### src/rtl/ifetch_queue_if.sv
// ifetch_queue_if: redirect, instruction-memory and decode-side signals of the fetch queue.
interface ifetch_queue_if;
   logic        redirect;
   logic [31:0] redirect_pc;
   logic        imem_read;
   logic [31:0] imem_addr;
   logic        imem_resp;
   logic [31:0] imem_rdata;
   logic        inst_valid;
   logic        inst_ready;
   logic [31:0] inst_data;
   logic [31:0] inst_pc;
   modport master (
      output redirect, redirect_pc, imem_resp, imem_rdata, inst_ready,
      input  imem_read, imem_addr, inst_valid, inst_data, inst_pc
   );
   modport slave (
      input  redirect, redirect_pc, imem_resp, imem_rdata, inst_ready,
      output imem_read, imem_addr, inst_valid, inst_data, inst_pc
   );
endinterface

### src/rtl/ifetch_queue.sv
// ifetch_queue: single-outstanding instruction fetcher feeding a circular instruction queue.
module ifetch_queue #(
   parameter int          DEPTH    = 4,
   parameter logic [31:0] RESET_PC = 32'h6000_0000
) (
   input logic           clk,
   input logic           rst,
   ifetch_queue_if.slave bus
);
   localparam int AW = $clog2(DEPTH);
   localparam logic [AW:0] FULL = DEPTH[AW:0];
   typedef enum logic [1:0] {IDLE, BUSY, SQUASH} state_t;
   state_t      r_state, w_next_state;
   logic [31:0] r_fetch_pc, w_fetch_pc_next, r_req_addr;
   logic [31:0] r_data [DEPTH];
   logic [31:0] r_pc   [DEPTH];
   logic [AW-1:0] r_head, r_tail;
   logic [AW:0]   r_count, w_count_next;
   logic          w_valid, w_push, w_pop;
   assign w_valid         = (r_count != '0) && !bus.redirect;
   assign w_pop           = w_valid && bus.inst_ready;
   assign w_push          = (r_state == BUSY) && bus.imem_resp && !bus.redirect;
   assign w_count_next    = r_count + (AW+1)'(w_push) - (AW+1)'(w_pop);
   assign w_fetch_pc_next = bus.redirect ? bus.redirect_pc : w_push ? r_fetch_pc + 32'd4 : r_fetch_pc;
   always_ff @(posedge clk) begin
      if (rst) r_state <= IDLE;
      else     r_state <= w_next_state;
   end
   // SQUASH waits out the abandoned request; a response there always ends it
   always_comb begin
      w_next_state = r_state;
      case (r_state)
         IDLE:    w_next_state = (!bus.redirect && r_count < FULL) ? BUSY : IDLE;
         BUSY:    w_next_state = bus.redirect ? (bus.imem_resp ? IDLE : SQUASH)
                               : bus.imem_resp ? (w_count_next < FULL ? BUSY : IDLE) : BUSY;
         SQUASH:  w_next_state = bus.imem_resp ? IDLE : SQUASH;
         default: w_next_state = IDLE;
      endcase
   end
   always_comb begin
      bus.imem_read  = r_state != IDLE;
      bus.imem_addr  = r_req_addr;
      bus.inst_valid = w_valid;
      bus.inst_data  = r_data[r_head];
      bus.inst_pc    = r_pc[r_head];
   end
   // the request address only moves when a new request is launched
   always_ff @(posedge clk) begin
      if (rst) begin
         r_fetch_pc <= RESET_PC;
         r_req_addr <= '0;
      end else begin
         r_fetch_pc <= w_fetch_pc_next;
         if (w_next_state == BUSY) r_req_addr <= w_fetch_pc_next;
      end
   end
   always_ff @(posedge clk) begin
      if (rst) begin
         r_head  <= '0;
         r_tail  <= '0;
         r_count <= '0;
      end else if (bus.redirect) begin
         r_head  <= r_tail;
         r_count <= '0;
      end else begin
         if (w_push) r_tail <= r_tail + 1'b1;
         if (w_pop)  r_head <= r_head + 1'b1;
         r_count <= w_count_next;
      end
   end
   always_ff @(posedge clk) begin
      if (rst) begin
         for (int i = 0; i < DEPTH; i++) begin
            r_data[i] <= '0;
            r_pc[i]   <= '0;
         end
      end else if (w_push) begin
         r_data[r_tail] <= bus.imem_rdata;
         r_pc[r_tail]   <= r_req_addr;
      end
   end
endmodule

### src/flat_wrapper.sv
// flat-port wrapper written by rule: the top's interface ports become plain ports
module ifetch_queue_flat 
#(
   parameter int          DEPTH    = 4,
   parameter logic [31:0] RESET_PC = 32'h6000_0000
)
  (clk, rst, bus_redirect, bus_redirect_pc, bus_imem_resp, bus_imem_rdata, bus_inst_ready, bus_imem_read, bus_imem_addr, bus_inst_valid, bus_inst_data, bus_inst_pc);
  ifetch_queue_if bus_i ();
  input logic clk;
  input logic rst;
  input wire logic [$bits(bus_i.redirect)-1:0] bus_redirect;
  input wire logic [$bits(bus_i.redirect_pc)-1:0] bus_redirect_pc;
  input wire logic [$bits(bus_i.imem_resp)-1:0] bus_imem_resp;
  input wire logic [$bits(bus_i.imem_rdata)-1:0] bus_imem_rdata;
  input wire logic [$bits(bus_i.inst_ready)-1:0] bus_inst_ready;
  output wire logic [$bits(bus_i.imem_read)-1:0] bus_imem_read;
  output wire logic [$bits(bus_i.imem_addr)-1:0] bus_imem_addr;
  output wire logic [$bits(bus_i.inst_valid)-1:0] bus_inst_valid;
  output wire logic [$bits(bus_i.inst_data)-1:0] bus_inst_data;
  output wire logic [$bits(bus_i.inst_pc)-1:0] bus_inst_pc;
  assign bus_i.redirect = bus_redirect;
  assign bus_i.redirect_pc = bus_redirect_pc;
  assign bus_i.imem_resp = bus_imem_resp;
  assign bus_i.imem_rdata = bus_imem_rdata;
  assign bus_i.inst_ready = bus_inst_ready;
  assign bus_imem_read = bus_i.imem_read;
  assign bus_imem_addr = bus_i.imem_addr;
  assign bus_inst_valid = bus_i.inst_valid;
  assign bus_inst_data = bus_i.inst_data;
  assign bus_inst_pc = bus_i.inst_pc;
  ifetch_queue #(.DEPTH(DEPTH), .RESET_PC(RESET_PC)) u_core (.clk(clk), .rst(rst), .bus(bus_i));
endmodule
### config.mk
export PLATFORM = sky130hd
export DESIGN_NAME = ifetch_queue_flat
export DESIGN_NICKNAME = d
export VERILOG_FILES = /design/src/rtl/ifetch_queue_if.sv /design/src/rtl/ifetch_queue.sv /design/src/flat_wrapper.sv
export SDC_FILE = /design/constraint.sdc
export NUM_CORES = 1
export LEC_CHECK = 0
export CORE_MARGIN = 4
export CORE_UTILIZATION = 40
export DETAILED_ROUTE_END_ITERATION = 6
export DONT_BUFFER_PORTS = 1
export SKIP_CTS_REPAIR_TIMING = 1
export SLEW_MARGIN = 20
export SYNTH_ARGS = -nofsm -noshare
export SYNTH_HDL_FRONTEND = slang
export SYNTH_SLANG_ARGS = --single-unit
### constraint.sdc
create_clock -name clk -period 8.9 [get_ports clk]
set_input_delay 1.335 -clock clk [delete_from_list [all_inputs] [get_ports clk]]
set_output_delay 1.335 -clock clk [all_outputs]
set_load 0.02 [all_outputs]
Yosys cells after proc, flatten, opt, wreduce, memory -nomap -nowiden
Memories as Yosys holds them, arrays and structs flattened. A register that Yosys moved wholly into a read port is not among the register bits.
Index checks and enable logic that the tools add are counted.
{"block": "classes", "muxes": 25, "n_reduce_logical": 14, "bitwise_logic": 1, "n_addsub": 5, "eq_ne": 3, "n_lt_le_gt_ge": 2}
{"cell": "32-bit two-way mux", "count": 4}
{"cell": "32-bit OR reduction", "count": 2}
{"cell": "32-bit by 3-bit adder with 32-bit output, second input constant", "count": 1}
{"cell": "2-bit two-way mux", "count": 11}
{"cell": "1-bit two-way mux", "count": 9}
{"cell": "3-bit less-than comparator, second input constant", "count": 2}
{"cell": "2-bit one-hot mux with 3 select lines", "count": 1}
{"cell": "1-bit logical AND", "count": 5}
{"cell": "2-bit by 1-bit adder with 2-bit output, second input constant", "count": 2}
{"cell": "2-bit by 1-bit == test with 1-bit output, second input constant", "count": 2}
{"cell": "2-bit nonzero test", "count": 2}
{"cell": "3-bit by 1-bit adder with 3-bit output", "count": 1}
{"cell": "3-bit nonzero test", "count": 1}
{"cell": "3-bit by 1-bit subtractor with 3-bit output", "count": 1}
{"cell": "2-bit == test, second input constant", "count": 1}
{"cell": "2-bit zero test", "count": 1}
{"cell": "2-bit AND reduction", "count": 1}
{"cell": "2-bit OR reduction", "count": 1}
{"cell": "1-bit zero test", "count": 1}
{"cell": "1-bit NOT", "count": 1}
{"block": "word_totals", "mem_bits_rw": 256, "memories": 2, "register_bits": 73, "input_bits": 69}
{"name": "u_core.r_data", "words": 4, "word_bits": 32, "rd": 1, "rd_clocked_by_memory_dff": 1, "write_ports": 4, "line": "ifetch_queue.sv:15", "rtl": "logic [31:0] r_data [DEPTH];"}
{"name": "u_core.r_pc", "words": 4, "word_bits": 32, "rd": 1, "rd_clocked_by_memory_dff": 1, "write_ports": 4, "line": "ifetch_queue.sv:16", "rtl": "logic [31:0] r_pc [DEPTH];"}

Logic depth before layout (Yosys ltp)
{"block": "depth", "ltp_word": 11, "depth_mapped": 12, "mapped_depth_nobuf": 11}

Least setup slack after synthesis
No wires, ideal clock.
{"block": "synth_path", "kind": "input port to flip-flop", "from": "input bus_redirect", "to": "memory u_core.r_data[2][0] (enable)", "cell_stages": 3, "t_required_ps": 8319, "setup_slack_ps": 1745, "n_path_buf": 2, "setup_time_ps": 581, "arrival_ps": 6573, "cell_sequence": "clkbuf_1 -> clkbuf_1 -> o31ai_1"}
{"element": "from (decl)", "line": "flat_wrapper.sv:11", "rtl": "input wire logic [$bits(bus_i.redirect)-1:0] bus_redirect;"}
{"element": "to (decl)", "line": "ifetch_queue.sv:15"}

==> flow_summary.json <==
{
  "status": "finished clean",
  "first_pass_iters": 5,
  "antenna_cells": 0,
  "die_w_um": 197,
  "numCtsBuffers": 37,
  "detail-route-antenna-nets": 0,
  "hold_viol": 0,
  "wl_um": 34300,
  "wire_per_inst_um": 23.0,
  "period_minus_slack_ps": 4090,
  "dp_hpwl_um": 20500,
  "via_per_inst": 5.36,
  "fin_crit_sh": 0.459,
  "grt_pass1_wl_um": 52600,
  "total_power_mw": 3.48,
  "cts_tree": "done",
  "setup_viol": 0,
  "crit_fanout": 36,
  "vdd_drop_max_uv": 126,
  "gp_congestion": 0.815,
  "synth_nets": 1104,
  "vias": 8020,
  "crit_type": "reg -> out",
  "power.density_nw_per_um2": 218,
  "rsz0062_at_grt": "false",
  "core_sq_um": 34900,
  "critPathSlowestCell": "dfxtp_4",
  "syn_to_final_growth_pct": 12.0,
  "crit_required_ps": 7570,
  "grt-ovfl-total": 0,
  "cp_cell_sequence": "buf_4, mux4_2",
  "drive_above_1_share": 0.148,
  "multi_input_area_sq_um": 4760,
  "io_pins": 167,
  "yosys.cell_types.count": 46,
  "cp_data_arrival_time_ps": 2750,
  "final_max_slew_viol_count": 0,
  "critPathLaunchType": "flop",
  "layout_common_cells": "edfxtp_1, and2_1, nor2_1, dfxtp_1, mux4_2",
  "die-area_sq_um": 38700,
  "maxCapViolCount": 0,
  "fmax_mhz": 245,
  "portBuffers": 0,
  "tns_ps": 0,
  "hp-class": "reg -> reg",
  "seq_area_sq_um": 9200,
  "die_h_um": 197,
  "cp-end-kind": "output port",
  "synth-seq-cells": 331,
  "avgSynthCellArea_sq_um": 13.8,
  "start_util": 0.409,
  "clkSlewWorstSetupHoldPaths_ps": 60,
  "ys.warnings.count": 0,
  "clock_skew_ps": 18.3,
  "tightest_slew_ps": 1120,
  "slew_headroom": 0.253,
  "cts.sinks": 331,
  "fillers": 3081,
  "final_common_cell": "edfxtp_1",
  "route.detailed.drc": 0,
  "cts-root-buf": "clkbuf_16",
  "clock_latency_ps": 520,
  "drtIter0Drc": 537,
  "syn-cell-area_sq_um": 14300,
  "htree_levels": 2,
  "placementRows": 68,
  "synthCells": 1031,
  "seq_area_frac_synth": 0.644,
  "track_usage": 0.177,
  "p_leak_nw": 5.86,
  "clock_path_buffers": 3,
  "nets": 1088,
  "antenna_found_initial": 0,
  "grt_max_degree": 71,
  "grt_pass1_vias": 8168,
  "final_core_utilization": 0.458,
  "cpPeakStageDelay_ps": 840
}
[registers in the layout, indices dropped and copies added (netlist names), named ones only]
name / cells
u_core.bus.imem_addr: 32
u_core.r_count: 3
u_core.r_pc: 128
u_core.r_head: 2
u_core.r_fetch_pc: 32
u_core.r_state: 2
u_core.r_data: 128
u_core.r_tail: 2
[metrics by stage]
step / setup slack [ps] / hold slack [ps] / cell area [sq um] / instances
2_1_floorplan: 1750 / 460 / 14300 / 1031
3_3_place_gp: 4550 / 481 / 14700 / 1430
3_5_place_dp: 4460 / 497 / 14800 / 1431
4_1_cts: 4680 / 509 / 16000 / 1496
5_1_grt: 4570 / 565 / 16000 / 1496
6_report: 4810 / 513 / 16000 / 1496
[Yosys cell counts (all sizes together)]
cell type / n / area (sq um)
inv: 32 / 120
mux4: 64 / 1440
ha: 3 / 37.5
buf: 15 / 66.3
xor2: 16 / 140
nor4: 11 / 90.1
o21ai: 6 / 30.0
a2111oi: 2 / 36.3
nand3b: 3 / 47.6
a21oi: 9 / 45.0
clkinv: 1 / 3.75
and4b: 1 / 10.0
nand4: 13 / 96.3
nand3: 9 / 45.0
nor4b: 1 / 8.76
nor3b: 1 / 7.51
mux2i: 14 / 140
o31ai: 1 / 7.51
fa: 1 / 20.0
or4: 2 / 15.0
dfxtp: 75 / 1500
clkbuf: 53 / 199
edfxtp: 256 / 7690
nand2: 49 / 184
xnor2: 15 / 131
or3: 1 / 6.26
or2: 3 / 18.8
and2: 157 / 982
o22ai: 4 / 25.0
nor2: 106 / 398
and3b: 1 / 8.76
a211oi: 41 / 313
nand2b: 2 / 12.5
and3: 51 / 319
o31a: 1 / 8.76
nor3: 11 / 60.1
[power by group]
group	internal [mW]	switching [mW]
sequential	1.72	0.0614
combinational	0.0600	0.119
clock	0.928	0.591
[critical path: cells and delay by family (launching register included)]
kind	cells	cell delay, ps
multiplexers	1	710
flip-flops	1	840
buffers and inverters	1	630
[path summary, 6_finish.rpt]
kind / from / to / slack [ps] / cells after the start
worst max-delay path: flop / bus_inst_pc[29] / 4810 / 2
worst min-delay path: u_core.r_fetch_pc[1]$_SDFF_PP0_ / u_core.bus.imem_addr[1]$_SDFFE_PP0N_ / 510 / 2
worst max register to register: u_core.r_count[2]$_SDFF_PP0_ / u_core.bus.imem_addr[6]$_SDFFE_PP0N_ / 5220 / 12
worst min register to register: u_core.r_fetch_pc[1]$_SDFF_PP0_ / u_core.bus.imem_addr[1]$_SDFFE_PP0N_ / 510 / 2
[cells by family (layout without fill, tap and decap cells)]
| logic type | count (synthesis) | count (layout) | share of synthesized area |
|---|---|---|---|
| muxes | 78 | 78 | 0.111 |
| DFF | 331 | 331 | 0.644 |
| AOI/OAI and AO/OA | 64 | 64 | 0.0326 |
| adders and majority gates | 4 | 4 | 0.00404 |
| buffers and inverters | 101 | 111 | 0.0273 |
| xor gates and xnor gates | 31 | 31 | 0.0190 |
| and+or+nand+nor | 422 | 422 | 0.162 |
[cell type report]
type / count / area share
flip-flops and latches: 331 / 0.576
clock inverters: 13 / 0.00885
inverters: 33 / 0.00775
well taps: 455 / 0.0356
clock buffers: 52 / 0.0673
multi-input cells: 599 / 0.298
repair buffers: 13 / 0.00689
[routing by layer]
metal | share of wire | wire length [um] | vias up | track usage
met2 | 0.47 | 16100 | 223 | 0.284
met1 | 0.44 | 14900 | 4006 | 0.242
met3 | 0.078 | 2690 | 45 | 0.0501
li1 | - | - | 3746 | -
met4 | 0.018 | 622 | 0 | 0.0406
met5 | 0 | 0 | - | 0
No activity file was read; power rests on OpenSTA's default activity.
